File: config.mk
export PLATFORM = sky130hd
export DESIGN_NAME = shift_pipe
export DESIGN_NICKNAME = d
export VERILOG_FILES = /design/src/rtl/shift_pipe.sv
export SDC_FILE = /design/constraint.sdc
export NUM_CORES = 1
export LEC_CHECK = 0
export ABC_AREA = 1
export CAP_MARGIN = 30
export CELL_PAD_IN_SITES_DETAIL_PLACEMENT = 0
export CELL_PAD_IN_SITES_GLOBAL_PLACEMENT = 2
export CORE_MARGIN = 5
export CORE_UTILIZATION = 36
export CTS_BUF_LIST = sky130_fd_sc_hd__clkbuf_4 sky130_fd_sc_hd__clkbuf_8 sky130_fd_sc_hd__clkbuf_16
export CTS_CLUSTER_DIAMETER = 50
export CTS_CLUSTER_SIZE = 24
export DETAILED_ROUTE_END_ITERATION = 8
export DONT_BUFFER_PORTS = 1
export GPL_TIMING_DRIVEN = 0
export PLACE_DENSITY_LB_ADDON = 0.1
export SYNTH_ARGS = -nofsm -noshare
export SYNTH_HDL_FRONTEND = slang
export SYNTH_SLANG_ARGS = --single-unit
File: constraint.sdc
create_clock -name clk -period 1.4 [get_ports clk]
set_input_delay 0.42 -clock clk [delete_from_list [all_inputs] [get_ports clk]]
set_output_delay 0.42 -clock clk [all_outputs]
set_load 0.05 [all_outputs]
File: src/rtl/shift_pipe.sv
// Pipelined log-barrel shifter: SW = log2(WIDTH) registered stages, stage k shifts/rotates by 2^k.
// Optional arithmetic right shift (mode 10) is built only when SHIFT_PIPE_ARITH_EN is defined.
module shift_pipe #(
    parameter  int WIDTH = 16,
    localparam int SW    = $clog2(WIDTH)
) (
    input  logic             clk,
    input  logic             rst_n,
    input  logic             in_valid,
    output logic             in_ready,
    input  logic [WIDTH-1:0] in_data,
    input  logic [SW-1:0]    in_shift,
    input  logic             in_lr,
    input  logic [1:0]       in_mode,
    output logic             out_valid,
    input  logic             out_ready,
    output logic [WIDTH-1:0] out_data
);

    localparam int LAST = SW - 1;

    logic             valid_q [SW];
    logic             valid_d [SW];
    logic [WIDTH-1:0] data_q  [SW];
    logic [WIDTH-1:0] data_d  [SW];
    logic             lr_q    [SW];
    logic             lr_d    [SW];
    logic [1:0]       mode_q  [SW];
    logic [1:0]       mode_d  [SW];
    logic [SW-1:0]    shift_q [SW];
    logic [SW-1:0]    shift_d [SW];
    logic             advance_s;

    // One barrel step by a fixed distance; modes 11 (and 10 without arithmetic support) act as logical.
    function automatic logic [WIDTH-1:0] shift_step(
        input logic [WIDTH-1:0] d,
        input int               amt,
        input logic             lr,
        input logic [1:0]       mode
    );
        logic [WIDTH-1:0] r;
        r = '0;
        case (mode)
            2'b01: begin
                if (lr) begin
                    r = (d >> amt) | (d << (WIDTH - amt));
                end else begin
                    r = (d << amt) | (d >> (WIDTH - amt));
                end
            end
`ifdef SHIFT_PIPE_ARITH_EN
            2'b10: begin
                // MSB is preserved by every arithmetic step, so it still equals the original sign.
                if (lr) begin
                    r = $signed(d) >>> amt;
                end else begin
                    r = d << amt;
                end
            end
`endif
            default: begin
                if (lr) begin
                    r = d >> amt;
                end else begin
                    r = d << amt;
                end
            end
        endcase
        return r;
    endfunction

    // Whole pipeline advances together whenever the output slot is free or being drained.
    always_comb begin
        advance_s = !valid_q[LAST] || out_ready;
    end

    // Next-state for every stage: stage 0 from the input port, stage k from stage k-1.
    always_comb begin
        valid_d[0] = in_valid;
        lr_d[0]    = in_lr;
        mode_d[0]  = in_mode;
        shift_d[0] = in_shift;
        if (in_shift[0]) begin
            data_d[0] = shift_step(in_data, 1, in_lr, in_mode);
        end else begin
            data_d[0] = in_data;
        end
        for (int k = 1; k < SW; k++) begin
            valid_d[k] = valid_q[k-1];
            lr_d[k]    = lr_q[k-1];
            mode_d[k]  = mode_q[k-1];
            shift_d[k] = shift_q[k-1];
            if (shift_q[k-1][k]) begin
                data_d[k] = shift_step(data_q[k-1], 1 << k, lr_q[k-1], mode_q[k-1]);
            end else begin
                data_d[k] = data_q[k-1];
            end
        end
    end

    // Stage registers: cleared asynchronously, loaded in lock-step on advance, otherwise held.
    always_ff @(posedge clk or negedge rst_n) begin
        if (!rst_n) begin
            for (int k = 0; k < SW; k++) begin
                valid_q[k] <= 1'b0;
                data_q[k]  <= '0;
                lr_q[k]    <= 1'b0;
                mode_q[k]  <= 2'b00;
                shift_q[k] <= '0;
            end
        end else if (advance_s) begin
            for (int k = 0; k < SW; k++) begin
                valid_q[k] <= valid_d[k];
                data_q[k]  <= data_d[k];
                lr_q[k]    <= lr_d[k];
                mode_q[k]  <= mode_d[k];
                shift_q[k] <= shift_d[k];
            end
        end
    end

    assign in_ready  = advance_s;
    assign out_valid = valid_q[LAST];
    assign out_data  = data_q[LAST];

endmodule

### Yosys cells after proc, flatten, opt, wreduce, memory -nomap -nowiden

Cells that the tools add are included.

* flip-flop bits (word level): 89
* input bits: 27
* output and inout bits: 18
* word-level logic and storage cells: 45

* equal/unequal tests: 4
* muxes and demuxes: 15
* bitwise operators: 7
* reductions and logical operators: 2

Operators with widths (count)
* $mux W16: 15
* $or A12 B16 Y16: 1
* $or A14 B16 Y16: 1
* $or A15 B16 Y16: 1
* $or A16 B1 Y16: 1
* $or A16 B2 Y16: 1
* $or A16 B4 Y16: 1
* $or A16 B8 Y16: 1
* $eq A2 B1 Y1 const B: 4
* $logic_not A1 Y1: 1
* $logic_or A1 B1 Y1: 1

### Depth between registers and ports, before layout

Gate-level depths: netlist of the first run.

* depth in word-level cells: 4
* gate-level depth with buffers: 7
* mapped depth without buffers: 6

### Worst setup path after synthesis of the first run

OpenSTA, ideal clock, no wires.

* path kind: register to output
* start: register valid_q, in the netlist out_valid
* end: output port in_ready
* arrival time: 1153 ps
* required time: 980 ps
* path slack: -173 ps
* stages on the path, launching flop included: 4
* buffers on the path: 2
* path through: dfrtp_1 nand2_2 buf_4 buf_4

* cells in the longest elaborated chain, start to end: 2

RTL lines
* start: declaration: line 22 `logic valid_q [SW];`
* start signal: indexed assignment: line 113 `valid_q[k] <= valid_d[k];`
* $logic_not A1 Y1: line 74 `advance_s = !valid_q[LAST] || out_ready;`
* $logic_or A1 B1 Y1: line 74
* end: declaration: line 10 `output logic in_ready,`

Every way passes these cells.

### Worst setup path after layout of the first run

Same ends and word-level chain as after synthesis.

==> impl_metrics.json, run 1 <==
{
  "finalCriticalPeriod_ns": 1.69,
  "io_buffers": 0,
  "finalNonFillerCells": 1003,
  "syn_inst": 783,
  "cp.arrival_ns": 1.27,
  "synth_area_leader_cell": "dfrtp_1",
  "io_pins": 45,
  "wl_mm": 14.9,
  "gp_congestion": 0.885,
  "endpoint_kind": "output pin",
  "crit_required_ns": 0.98,
  "ys_seq_area_share_pct": 39.8,
  "setup_viol": 72,
  "clk_transition_reported_paths_ns": 0.07,
  "cts_buffers": 9,
  "core-area_um2": 14400,
  "max_stage_delay_ns": 0.55,
  "powerDensity_nw_per_um2": 2370,
  "synth.distinct_cells": 16,
  "grt_overflow": 0,
  "synth_fp_nets": 810,
  "fin_ws_ns": -0.293,
  "grt_pass1_vias": 4685,
  "post-place-ws_ns": -0.111,
  "maxCapViolations": 0,
  "htree_num_levels": 3,
  "violations": "negative hold slack, negative setup slack",
  "start_util_pct": 36.4,
  "synth_top_area_share_pct": 39.8,
  "ys_seq_elements": 83,
  "clock_sinks": 83,
  "holdWs_ns": -0.237,
  "slowest_stage": "dfrtp_2",
  "grt_antenna_before_repair": 0,
  "vias": 4462,
  "rsz0062_at_grt": "true",
  "die_area_um2": 17000,
  "period_share_pct": 121,
  "status": "complete, but fails checks",
  "static-leakage-power_nw": 3.56,
  "max_freq_ghz": 0.591,
  "slew_headroom_pct": 72.8,
  "max-clock-path-buffers": 2,
  "die_y_um": 130,
  "ir_worst_vdd_v": 0.000722,
  "drv_slew": 0,
  "r2r_setup_slack_ns": -0.15,
  "min_path_type": "input pin to async pin",
  "cts_tree": "built",
  "synthTopCellsByArea": "dfrtp_1, nand2_1, a21oi_2",
  "cp_max_fo": 5,
  "dr.pass1.iters": 4,
  "grt_pass1_wl_mm": 23.2,
  "finalHoldViolations": 83,
  "cts-root-buf": "clkbuf_16",
  "yosysWarnings": 0,
  "criticalPathCategory": "flip-flop to output pin",
  "dp_hpwl_mm": 10.7,
  "drt-initial-drc-count": 228,
  "syn_area_per_cell_um2": 6.67,
  "crit_path_cell_trace": "nand2_4, buf_8, buf_12",
  "drive_gt1_share_pct": 33.7,
  "fin_skew_ns": 0.00960,
  "route.detailed.wl_per_inst_um": 14.9,
  "rows": 44,
  "grt_max_degree": 84,
  "cp-start-kind": "flip-flop",
  "vias_per_cell": 4.45,
  "dpl.cell_count": 967,
  "syn-cell-area_um2": 5220,
  "synthToLayoutAreaGrowth_pct": 26.1,
  "num-nets-final": 841,
  "tightestPinTransition_ns": 0.408,
  "worstSkewPairLatency_ns": 0.35,
  "track_usage_pct": 17.6,
  "drc": 0,
  "ant_nets": 0,
  "die_width_um": 130,
  "antenna_cells": 0
}
-- final timing paths --
check / start / endpoint / depth (start not counted)
setup / recovery: out_valid$_DFFE_PN0P_ / in_ready / 3
hold / removal: rst_n / out_data[3]$_DFFE_PN0P_ / 0
setup reg to reg: out_valid$_DFFE_PN0P_ / data_q[56]$_DFFE_PN0P_ / 8
hold reg to reg: valid_d[0]$_DFFE_PN0P_ / out_valid$_DFFE_PN0P_ / 2
max in group asynchronous: rst_n / data_q[57]$_DFFE_PN0P_ / 0
min in group clk: in_valid / valid_d[2]$_DFFE_PN0P_ / 2
-- layout make-up --
cell class	instances	area (um^2)
Clock inverter	7	103
Clock buffer	9	225
Fill cell	1512	7780
Tap cell	184	230
Inverter	137	537
Sequential cell	83	2080
Multi-Input combinational cell	509	2480
Timing Repair Buffer	20	384
Buffer	54	546
-- power by group --
part	internal [mW]	leakage [nW]	switching, mW
clock network	1.57	0.156	1.01
registers	3.51	0.975	1.06
logic	3.39	2.43	5.05
-- routing by layer --
| layer | part of all wire [%] | track usage (%) | wire length [um] |
|---|---|---|---|
| met1 | 41 | 19.6 | 6130 |
| met2 | 54 | 33.7 | 8050 |
| met3 | 3.0 | 2.40 | 451 |
| met5 | 0 | 0 | 0 |
| met4 | 1.9 | 6.47 | 291 |
-- placed cells by master (no fill, tap or decap), types with 13 or more instances in the layout --
cell	count
a21oi_1	23
a21oi_2	41
buf_4	24
buf_6	13
clkbuf_16	19
dfrtp_1	82
inv_1	87
inv_2	45
nand2_1	273
nand2_2	36
nand3_1	34
nor2_1	34
nor2_2	47
-- worst max-delay path, delay by kind of cell, from the launching register on --
kind | cells | cell delay [ns]
simple gates | 1 | 0.09
flops | 1 | 0.55
buf+inv | 2 | 0.28
-- state kept, by name, indices dropped and copies added (netlist names) --
register / cells
data_q: 48
out_data: 16
mode_d: 6
shift_d: 6
lr_d: 3
valid_d: 3
out_valid: 1
-- stage by stage --
step	util (%)	total power, mW	setup TNS [ns]	area, um^2
3_3_place_gp	38.0	11.4	-0.654	5460
6_report	45.8	15.6	-7.64	6590
4_1_cts	41.2	14.4	-0.478	5910
5_1_grt	45.8	16.8	-10.80	6590
3_5_place_dp	38.0	11.5	-0.780	5460
2_1_floorplan	-	9.96	0	5230
-- synth_stat cells (all sizes together) --
cell type,number
buf,53
clkbuf,1
nand3,34
nor2,88
a21oi,64
inv,137
dfrtp,83
nand2,310
o21ai,13
-- repair_timing --
item / in CTS / in global routing
gates cloned: 1 / 10
buffers inserted: 2 / 7
gates resized for setup: 23 / 129
setup endpoints to repair: 22 / 72
pin swaps: 1 / 19
endpoints found under the hold margin: 83 / 83
-- logic make-up after synthesis --
| kind of cell | after synthesis | share of synthesized area (%) |
|---|---|---|
| and+or+nand+nor | 432 | 31.9 |
| AOI/OAI and AO/OA | 77 | 10.3 |
| DFF | 83 | 39.8 |
| buffers and inverters | 191 | 18.0 |
No activity file was read; power rests on OpenSTA's default activity.
==> run 2: changes to the inputs <==
--- a/config.mk
+++ b/config.mk
@@ -6,7 +6,6 @@
 export NUM_CORES = 1
 export LEC_CHECK = 0
 export ABC_AREA = 1
-export CAP_MARGIN = 30
 export CELL_PAD_IN_SITES_DETAIL_PLACEMENT = 0
 export CELL_PAD_IN_SITES_GLOBAL_PLACEMENT = 2
 export CORE_MARGIN = 5
==> results of run 2 <==
Same layout as run 1: the final DEF is identical, and so are final timing and power.
==> run 3: changes to the inputs <==
--- a/config.mk
+++ b/config.mk
@@ -20,3 +20,4 @@
 export SYNTH_ARGS = -nofsm -noshare
 export SYNTH_HDL_FRONTEND = slang
 export SYNTH_SLANG_ARGS = --single-unit
+export TNS_END_PERCENT = 20
==> run 3 against run 2 <==
Effect of this change: wire length decreased by 5.3%; first-iteration DRC count decreased by 17%; the run still ends with negative hold slack, negative setup slack left; critical path type unchanged; worst hold slack got worse by 0.0019 ns; largest cell class unchanged; sequential cell count unchanged.
==> impl_metrics.json, run 3 (synthesis gave the netlist of run 1 again) <==
{
  "drive_gt1_share_pct": 31.3,
  "vias_per_cell": 4.47,
  "largest-register": "data_q",
  "clock_sinks": 83,
  "dr.pass1.iters": 4,
  "place_area_um2": 5460,
  "dp_hpwl_mm": 10.7,
  "min_path_type": "input pin to async pin",
  "powerDensity_nw_per_um2": 2370,
  "clk_transition_reported_paths_ns": 0.07,
  "tns_ns": -6.36,
  "cts_tree": "built",
  "slew_headroom_pct": 72.5,
  "holdWs_ns": -0.238,
  "start_util_pct": 36.4,
  "p_total_mw": 15.0,
  "final_common_cell": "nand2_1",
  "maxCapViolations": 0,
  "period_share_pct": 120,
  "vias": 4450,
  "drv_slew": 0,
  "wl_mm": 14.1,
  "grt_overflow": 0,
  "route.detailed.wl_per_inst_um": 14.2,
  "cp_max_fo": 5,
  "core-area_um2": 14400,
  "rsz0062_at_grt": "true",
  "drt-initial-drc-count": 189,
  "fin_area_um2": 6340,
  "synthToLayoutAreaGrowth_pct": 21.5,
  "cp-start-kind": "flip-flop",
  "max-clock-path-buffers": 2,
  "rows": 44,
  "die_area_um2": 17000,
  "gp_congestion": 0.885,
  "ant_nets": 0,
  "post-place-ws_ns": -0.111,
  "finalNonFillerCells": 996,
  "endpoint_kind": "output pin",
  "fin_util_pct": 44.2,
  "criticalPathCategory": "flip-flop to output pin",
  "io_pins": 45,
  "crit_required_ns": 0.98,
  "static-leakage-power_nw": 3.47,
  "grt_pass1_wl_mm": 23.2,
  "tightestPinTransition_ns": 0.413,
  "cts-root-buf": "clkbuf_16",
  "antenna_cells": 0,
  "cts_buffers": 9,
  "finalHoldViolations": 83,
  "grt_max_degree": 84,
  "setup_viol": 61,
  "worstSkewPairLatency_ns": 0.35,
  "io_buffers": 0,
  "die_y_um": 130,
  "die_width_um": 130,
  "cp.arrival_ns": 1.26,
  "violations": "negative hold slack, negative setup slack",
  "drc": 0,
  "max_freq_ghz": 0.594,
  "ir_worst_vdd_v": 0.000795,
  "dpl.cell_count": 967,
  "layout_common_cells": "nand2_1, inv_1, dfrtp_1",
  "finalCriticalPeriod_ns": 1.68,
  "fin_ws_ns": -0.283,
  "num-nets-final": 834,
  "track_usage_pct": 17.5,
  "largest_reg_flops": 48,
  "fin_skew_ns": 0.00949,
  "htree_num_levels": 3,
  "grt_antenna_before_repair": 0,
  "grt_pass1_vias": 4678,
  "status": "complete, but fails checks"
}
[run 3: changes by cell type in the layout (fill, tap and decap cells not counted), moves of 2 or more]
cell       change
nand2_1        +7
nand2_2        -7
nor2_4         -6
buf_8          -5
clkbuf_16      -5
nor2_1         +5
buf_4          +3
o21ai_1        +2
o21ai_2        -2
[run 3: area by class of cell]
| cell class | count | area (um^2) |
|---|---|---|
| inverter | 137 | 537 |
| multi-input combinational | 509 | 2410 |
| timing repair inverter | 1 | 8.76 |
| tap | 184 | 230 |
| clock buffer | 9 | 225 |
| sequential | 83 | 2080 |
| fill | 1553 | 8020 |
| timing repair buffer | 12 | 215 |
| buffer | 54 | 533 |
| clock inverter | 7 | 103 |
[run 3: worst paths after layout]
kind                       slack [ns]                   start                 endpoint  cells after the start
hold reg to reg                  0.45  valid_d[0]$_DFFE_PN0P_    out_valid$_DFFE_PN0P_                      2
setup reg to reg                -0.14   out_valid$_DFFE_PN0P_   data_q[56]$_DFFE_PN0P_                      8
min in group clk                 0.19                in_valid   valid_d[2]$_DFFE_PN0P_                      2
hold / removal                  -0.24                   rst_n  out_data[3]$_DFFE_PN0P_                      0
max in group asynchronous        1.51                   rst_n   data_q[57]$_DFFE_PN0P_                      0
setup / recovery                -0.28   out_valid$_DFFE_PN0P_                 in_ready                      3
[run 3: timing repair]
action,in CTS,in global routing
endpoints found under the hold margin,83,83
endpoints found under the setup margin,22,75
cloned,1,6
resized for setup,23,98
buffers inserted,2,4
pin swaps,1,9
[run 3: report_power, final]
group / internal (mW) / switching (mW) / total (mW)
clock network: 1.57 / 1.02 / 2.59
logic: 3.09 / 4.84 / 7.93
registers: 3.51 / 1.01 / 4.52
[run 3: worst max-delay path, stage by stage (launching register included)]
cell	delay, ns
dfrtp_2	0.55
nand2_4	0.09
buf_8	0.13
buf_12	0.14
[run 3: metal layers]
metal	wire length, um	vias to the layer above	GRT usage [%]
met4	314	0	6.47
met3	455	24	2.40
met2	7540	76	33.6
met5	0	-	0
met1	5820	1996	19.7
li1	-	2354	-
